$ cat src/rtl/toggle_event_arbiter_pkg.sv
// toggle_evt_pkg: shared FSM state type and round-robin search for toggle_event_arbiter
package toggle_evt_pkg;
  typedef enum logic {S_IDLE, S_OFFER} arb_state_e;
  localparam int MAX_REQ = 16;
  // Returns {found, idx}: first set bit of pend at or after ptr, wrapping at n.
  // Offsets are walked high to low so the smallest offset is the one left standing.
  function automatic logic [4:0] rr_pick(input logic [MAX_REQ-1:0] pend, input logic [3:0] ptr,
                                         input int n);
    logic [4:0] r;
    int j;
    r = '0;
    for (int k = MAX_REQ - 1; k >= 0; k--) begin
      if (k < n) begin
        j = int'(ptr) + k;
        if (j >= n) j -= n;
        if (pend[4'(j)]) r = {1'b1, 4'(j)};
      end
    end
    return r;
  endfunction
endpackage

$ cat src/rtl/toggle_event_arbiter_if.sv
// toggle_event_arbiter_if: event-port bundle between async sources/consumer and the arbiter
//   req_tgl/ack_tgl   per-source toggle handshake
//   out_valid/out_id/out_ready   serialised event port
//   overrun/overrun_clr   sticky drop flags and their W1C clear
interface toggle_event_arbiter_if #(parameter int NUM_REQ = 4);
  localparam int ID_W = $clog2(NUM_REQ);
  logic [NUM_REQ-1:0] req_tgl;
  logic [NUM_REQ-1:0] ack_tgl;
  logic               out_valid;
  logic [ID_W-1:0]    out_id;
  logic               out_ready;
  logic [NUM_REQ-1:0] overrun;
  logic [NUM_REQ-1:0] overrun_clr;
  modport master (output req_tgl, out_ready, overrun_clr, input ack_tgl, out_valid, out_id, overrun);
  modport slave (input req_tgl, out_ready, overrun_clr, output ack_tgl, out_valid, out_id, overrun);
endinterface

$ cat src/rtl/toggle_event_arbiter_sync.sv
// sync_chain_arn: STAGES-deep synchroniser, async active-low reset to 0
//   clk, rst_n   clock and reset
//   i_d          asynchronous input
//   o_q          synchronised output
module sync_chain_arn #(parameter int STAGES = 4) (
  input  logic clk,
  input  logic rst_n,
  input  logic i_d,
  output logic o_q
);
  logic [STAGES-1:0] r_q;
  always_ff @(posedge clk or negedge rst_n)
    if (!rst_n) r_q <= '0;
    else r_q <= {r_q[STAGES-2:0], i_d};
  assign o_q = r_q[STAGES-1];
endmodule

$ cat src/rtl/toggle_event_arbiter.sv
// toggle_event_arbiter: serialises toggle events from async sources onto one valid/ready port, round robin
//   clk, rst_n   single clock, async active-low reset
//   bus          toggle_event_arbiter_if.slave (req/ack toggles, event port, overrun flags)
module toggle_event_arbiter
  import toggle_evt_pkg::*;
#(
  parameter int NUM_REQ    = 4,
  parameter int SYNC_STAGE = 4
) (
  input logic clk,
  input logic rst_n,
  toggle_event_arbiter_if.slave bus
);
  localparam int ID_W = $clog2(NUM_REQ);
  logic [NUM_REQ-1:0] w_sync, w_evt, w_acc_vec, r_hist, r_pend, r_ovr, r_ack;
  arb_state_e r_state, w_nstate;
  logic r_valid, w_nvalid, w_acc;
  logic [ID_W-1:0] r_id, w_nid, r_ptr, w_nptr;
  logic [4:0] w_pick;
  genvar i;
  for (i = 0; i < NUM_REQ; i++) begin : g_sync
    sync_chain_arn #(.STAGES(SYNC_STAGE)) u_sync (.clk(clk), .rst_n(rst_n), .i_d(bus.req_tgl[i]), .o_q(w_sync[i]));
  end
  assign w_evt = w_sync ^ r_hist;
  assign w_acc = r_valid && bus.out_ready;
  assign w_acc_vec = w_acc ? NUM_REQ'(1) << r_id : '0;
  assign w_pick = rr_pick(MAX_REQ'(r_pend), 4'(r_ptr), NUM_REQ);
  always_ff @(posedge clk or negedge rst_n)
    if (!rst_n) begin
      r_hist  <= '0;
      r_pend  <= '0;
      r_ovr   <= '0;
      r_ack   <= '0;
      r_state <= S_IDLE;
      r_valid <= 1'b0;
      r_id    <= '0;
      r_ptr   <= '0;
    end else begin
      r_hist  <= w_sync;
      r_pend  <= (r_pend & ~w_acc_vec) | w_evt;
      // a new event on a source that is pending and not leaving is dropped; set beats clear
      r_ovr   <= (r_ovr & ~bus.overrun_clr) | (w_evt & r_pend & ~w_acc_vec);
      r_ack   <= r_ack ^ w_acc_vec;
      r_state <= w_nstate;
      r_valid <= w_nvalid;
      r_id    <= w_nid;
      r_ptr   <= w_nptr;
    end
  always_comb begin
    w_nstate = r_state;
    w_nvalid = r_valid;
    w_nid    = r_id;
    w_nptr   = r_ptr;
    if (r_state == S_IDLE && w_pick[4]) begin
      w_nstate = S_OFFER;
      w_nvalid = 1'b1;
      w_nid    = w_pick[ID_W-1:0];
    end else if (r_state == S_OFFER && bus.out_ready) begin
      w_nstate = S_IDLE;
      w_nvalid = 1'b0;
      w_nptr   = (r_id == ID_W'(NUM_REQ - 1)) ? '0 : r_id + 1'b1;
    end
  end
  assign bus.ack_tgl   = r_ack;
  assign bus.out_valid = r_valid;
  assign bus.out_id    = r_id;
  assign bus.overrun   = r_ovr;
endmodule

$ cat src/flat_wrapper.sv
// flat-port wrapper written by rule: the top's interface ports become plain ports
module toggle_event_arbiter_flat import toggle_evt_pkg::*;
#(
  parameter int NUM_REQ    = 4,
  parameter int SYNC_STAGE = 4
)
  (clk, rst_n, bus_req_tgl, bus_out_ready, bus_overrun_clr, bus_ack_tgl, bus_out_valid, bus_out_id, bus_overrun);
  toggle_event_arbiter_if #(.NUM_REQ(NUM_REQ)) bus_i ();
  input logic clk;
  input logic rst_n;
  input wire logic [$bits(bus_i.req_tgl)-1:0] bus_req_tgl;
  input wire logic [$bits(bus_i.out_ready)-1:0] bus_out_ready;
  input wire logic [$bits(bus_i.overrun_clr)-1:0] bus_overrun_clr;
  output wire logic [$bits(bus_i.ack_tgl)-1:0] bus_ack_tgl;
  output wire logic [$bits(bus_i.out_valid)-1:0] bus_out_valid;
  output wire logic [$bits(bus_i.out_id)-1:0] bus_out_id;
  output wire logic [$bits(bus_i.overrun)-1:0] bus_overrun;
  assign bus_i.req_tgl = bus_req_tgl;
  assign bus_i.out_ready = bus_out_ready;
  assign bus_i.overrun_clr = bus_overrun_clr;
  assign bus_ack_tgl = bus_i.ack_tgl;
  assign bus_out_valid = bus_i.out_valid;
  assign bus_out_id = bus_i.out_id;
  assign bus_overrun = bus_i.overrun;
  toggle_event_arbiter #(.NUM_REQ(NUM_REQ), .SYNC_STAGE(SYNC_STAGE)) u_core (.clk(clk), .rst_n(rst_n), .bus(bus_i));
endmodule
$ cat config.mk
export PLATFORM = sky130hd
export DESIGN_NAME = toggle_event_arbiter_flat
export DESIGN_NICKNAME = d
export VERILOG_FILES = /design/src/rtl/toggle_event_arbiter_pkg.sv /design/src/rtl/toggle_event_arbiter_if.sv /design/src/rtl/toggle_event_arbiter_sync.sv /design/src/rtl/toggle_event_arbiter.sv /design/src/flat_wrapper.sv
export SDC_FILE = /design/constraint.sdc
export NUM_CORES = 1
export LEC_CHECK = 0
export ABC_CLOCK_PERIOD_IN_PS = 2020
export BUFFER_PORTS_ARGS = -buffer_cell sky130_fd_sc_hd__buf_2
export CORE_MARGIN = 2
export CORE_UTILIZATION = 50
export DETAILED_ROUTE_END_ITERATION = 6
export GPL_ROUTABILITY_DRIVEN = 1
export PLACE_DENSITY = 0.74
export SYNTH_ARGS = -nofsm -noshare
export SYNTH_HDL_FRONTEND = slang
export SYNTH_SLANG_ARGS = --single-unit
$ cat constraint.sdc
create_clock -name clk -period 2.02 [get_ports clk]
set_input_delay 0.101 -clock clk [delete_from_list [all_inputs] [get_ports clk]]
set_output_delay 0.101 -clock clk [all_outputs]
set_load 0.05 [all_outputs]
==> results.md <==
- All-Layer GR Usage: 18.2%
- Global-route wire length before repair: about 4800 um
- CP Class: reg -> reg
- Clock root buffer: clkbuf_4
- Setup violators final: 0
- Ant diodes: 0
- Worst IR Drop VDD: 0.00105 V
- Synthesis-stage register bit count: 37
- Worst-Margin Slew: 0.790 ns
- Share of layout cells above drive strength 1: between 20 and 30%
- Switching share of total power: between 40% and 50%
- Internal: 1.60 mW
- Clk pwr share: a little over an eighth
- Syn nets: 154
- Clock-pin slew on the worst setup and hold paths: roughly 0.10 ns
- Pwr/cell area: approximately 1500 nW/um^2
- DPL Wire Length: between 2000 and 2500 um
- # H-tree levels: 2
- Part of the power in combinational logic: 51.7%
- Max cap viols: 0
- Die area: about 3700 um^2
- Setup crit start kind: register
- TritonCTS clock tree: yes
- Final wirelength: 2960 um
- Critical path required time: around 2.3 ns
- Input/output buffers: 21
- CP Cell Sequence: inv_4 > ha_4 > mux2_2 > and3_1 > a31oi_2 > buf_4 > a31o_2 > mux2i_1
- Unique masters post-synth: 36
- Gp weighted congestion: 0.777
- Row count: 20
- Drt via density: around 5.4
- Synth Area per Inst: approximately 12 um^2
- Relative slew slack: between 40 and 50%
- Slowest Stage Delay on Critical Path: approximately 0.41 ns
- Post-synthesis sequential area ratio: around 58%
- Outcome: finished clean
- ANT nets after route: 0
- Buffers plus inverters on the worst setup path: 2
- Maximum buffer depth of the clock tree: 2
- Number of remaining DRC errors: 0
- Starting DRT DRC Count: between 100 and 150
- Post-synth top flop: dfrtp_1
- Pins over their slew limit: 0
- Crit-path leading delay family: multiplexers
- Synth Cell Area: around 1600 um^2
- Congestion Overflow GR: 0
- Yosys top cell by area: dfrtp_1
- Crit end category: register
- Pre-antenna DRT Iters: 4
- Num CTS Buffers: 5
- Inst Count DP: 197
- Slowest stage cell on the critical path: dfrtp_2
- Leak: 0.883 nW
- Post-route insts no fill: 215
- Top cell type's share of synthesized area: 57.9%
- EDFF count, synth: 0
- Final nets: 191
- Largest net degree at the start of global routing: 38
- Crit path DAT: 2.25 ns
- WHS: roughly 0.11 ns
- Hold crit path type: in -> reg
- CP Max Fanout: 6
- Initial Utilization: a little over half
- Clock latency at the later pin of the worst-skew pair: 0.33 ns
- Largest cells by area after synthesis: dfrtp_1 58%, ha_1 7.0%, xnor2_1 4.4%
- Fin util: between 60% and 70%
- Number of global-route vias before repair: 1,113
- Via count: about 1,200
- DR WL/cell: 13.8 um
- Setup_tns: 0 ns
- Core area: 3050 um^2
- I/O pin cnt: 22
- Clk sink count: 37
- Die X: approximately 61 um
- Ys async rst share: 100%
- Hold Violations, Final: 0
- Fmax: around 500 MHz
- Sequential share of power: between 30% and 40%
- Skew final: around 0.011 ns
- P&R area growth vs syn: 20.6%
- Chip Height: just over 60 um
- RSZ-0062 raised after global routing: yes
- Synth Warn #: 0
- Initial antenna violation count: 0
- Post-Syn Instances: between 100 and 150
- R2r setup slk: ~0.033 ns
- Fin crit share: roughly 98%
- Min Tclk post-route: ~2 ns
- Psw: 1.27 mW
## cells by family (layout without fill, tap and decap cells)
logic type      Yosys count  count (layout)  share of synthesized area (%)
flops                    37              37                           57.9
fa+ha+maj                 9               9                           7.04
buf+inv                  15              52                           4.93
mux                       7               7                           4.69
compound gates           26              26                           11.7
simple gates             32              32                           9.38
xor+xnor                  8               8                           4.38
## metrics by stage
step	total power, mW	area [um^2]	setup slack, ns
after floorplan	2.12	1620	0.0183
after global placement	2.35	1760	0.120
after detailed placement	2.41	1760	0.0309
after CTS	2.83	1910	0.0250
after global routing	3.07	1930	-0.0451
final	2.87	1930	0.0328
## repair_timing
action,in CTS,in global routing
resized for setup,1,3
pin swaps,2,2
cloned,0,0
hold endpoints to repair,45,0
hold buffers,9,0
endpoints found under the setup margin,1,1
buffers inserted,1,1
## state kept, by name (all words and copies together), names as in the netlist
register,cells
u_core.bus.ack_tgl,4
u_core.bus.out_id,2
u_core.bus.overrun,4
u_core.g_sync.u_sync.r_q,16
u_core.r_hist,4
u_core.r_pend,4
u_core.r_ptr,2
u_core.r_state,1
## power groups by stage
stage	logic (mW)	clock network, mW	registers, mW
floorplan	0.812	0	1.31
global placement	1.34	0	1.02
detailed placement	1.39	0	1.02
CTS	1.44	0.387	1.00
global route	1.61	0.424	1.03
finish	1.49	0.375	1.01
## metal layers
| metal | global-route usage, % | wire length, um |
|---|---|---|
| met1 | 22.9 | 1210 |
| met2 | 29.8 | 1560 |
| met3 | 4.26 | 115 |
| met4 | 8.70 | 74 |
| met5 | 0 | 0 |
## layout make-up
type / count / area [um^2]
clock buffers: 7 / 55.1
well taps: 44 / 55.1
flip-flops and latches: 37 / 927
inverters: 10 / 40.0
multi-input cells: 82 / 617
repair buffers: 35 / 236
fillers: 256 / 1120
## Yosys cell counts (2+ instances only)
cell and instances:
buf_6 2, nand3_1 5, o22ai_1 4, mux2_2 3
nand4_1 2, nand2_1 15, inv_1 9, a221oi_1 3
ha_1 9, mux2i_1 3, dfrtp_1 37, o21ai_1 3
a21oi_1 4, nor2_1 5, o2111ai_1 2, xnor2_1 8
## final timing paths
path | startpoint | end | cells after the start
min | bus_out_ready | u_core.bus.ack_tgl[1] | 3
max reg2reg | u_core.r_ptr[0] | u_core.bus.out_id[1] | 8
max in group asynchronous | rst_n | u_core.r_ptr[0] | 2
max | u_core.r_ptr[0] | u_core.bus.out_id[1] | 8
min in group asynchronous | rst_n | u_core.bus.ack_tgl[3] | 2
min reg2reg | u_core.g_sync[3].u_sync.r_q[2] | u_core.g_sync[3].u_sync.r_q[3] | 0
## tightest hold or removal path, cell delays in order
cell     delay, ns
buf_2         0.13
nand3_1       0.11
xnor2_1       0.07
## cells in the final DEF, fill, tap and decap left out, types with 2 or more instances in the layout
master and n:
a21oi_1 4, a221oi_1 3, a31oi_2 2, buf_2 21, buf_4 4, clkbuf_4 5, dfrtp_1 36, dlygate4sd3_1 9
ha_1 8, inv_1 8, mux2_2 3, mux2i_1 3, nand2_1 15, nand3_1 5, nand4_1 2, nor2_1 5
o2111ai_1 2, o21ai_1 3, o22ai_1 4, xnor2_1 8
Note: power is estimated with default switching activity, not from simulation.
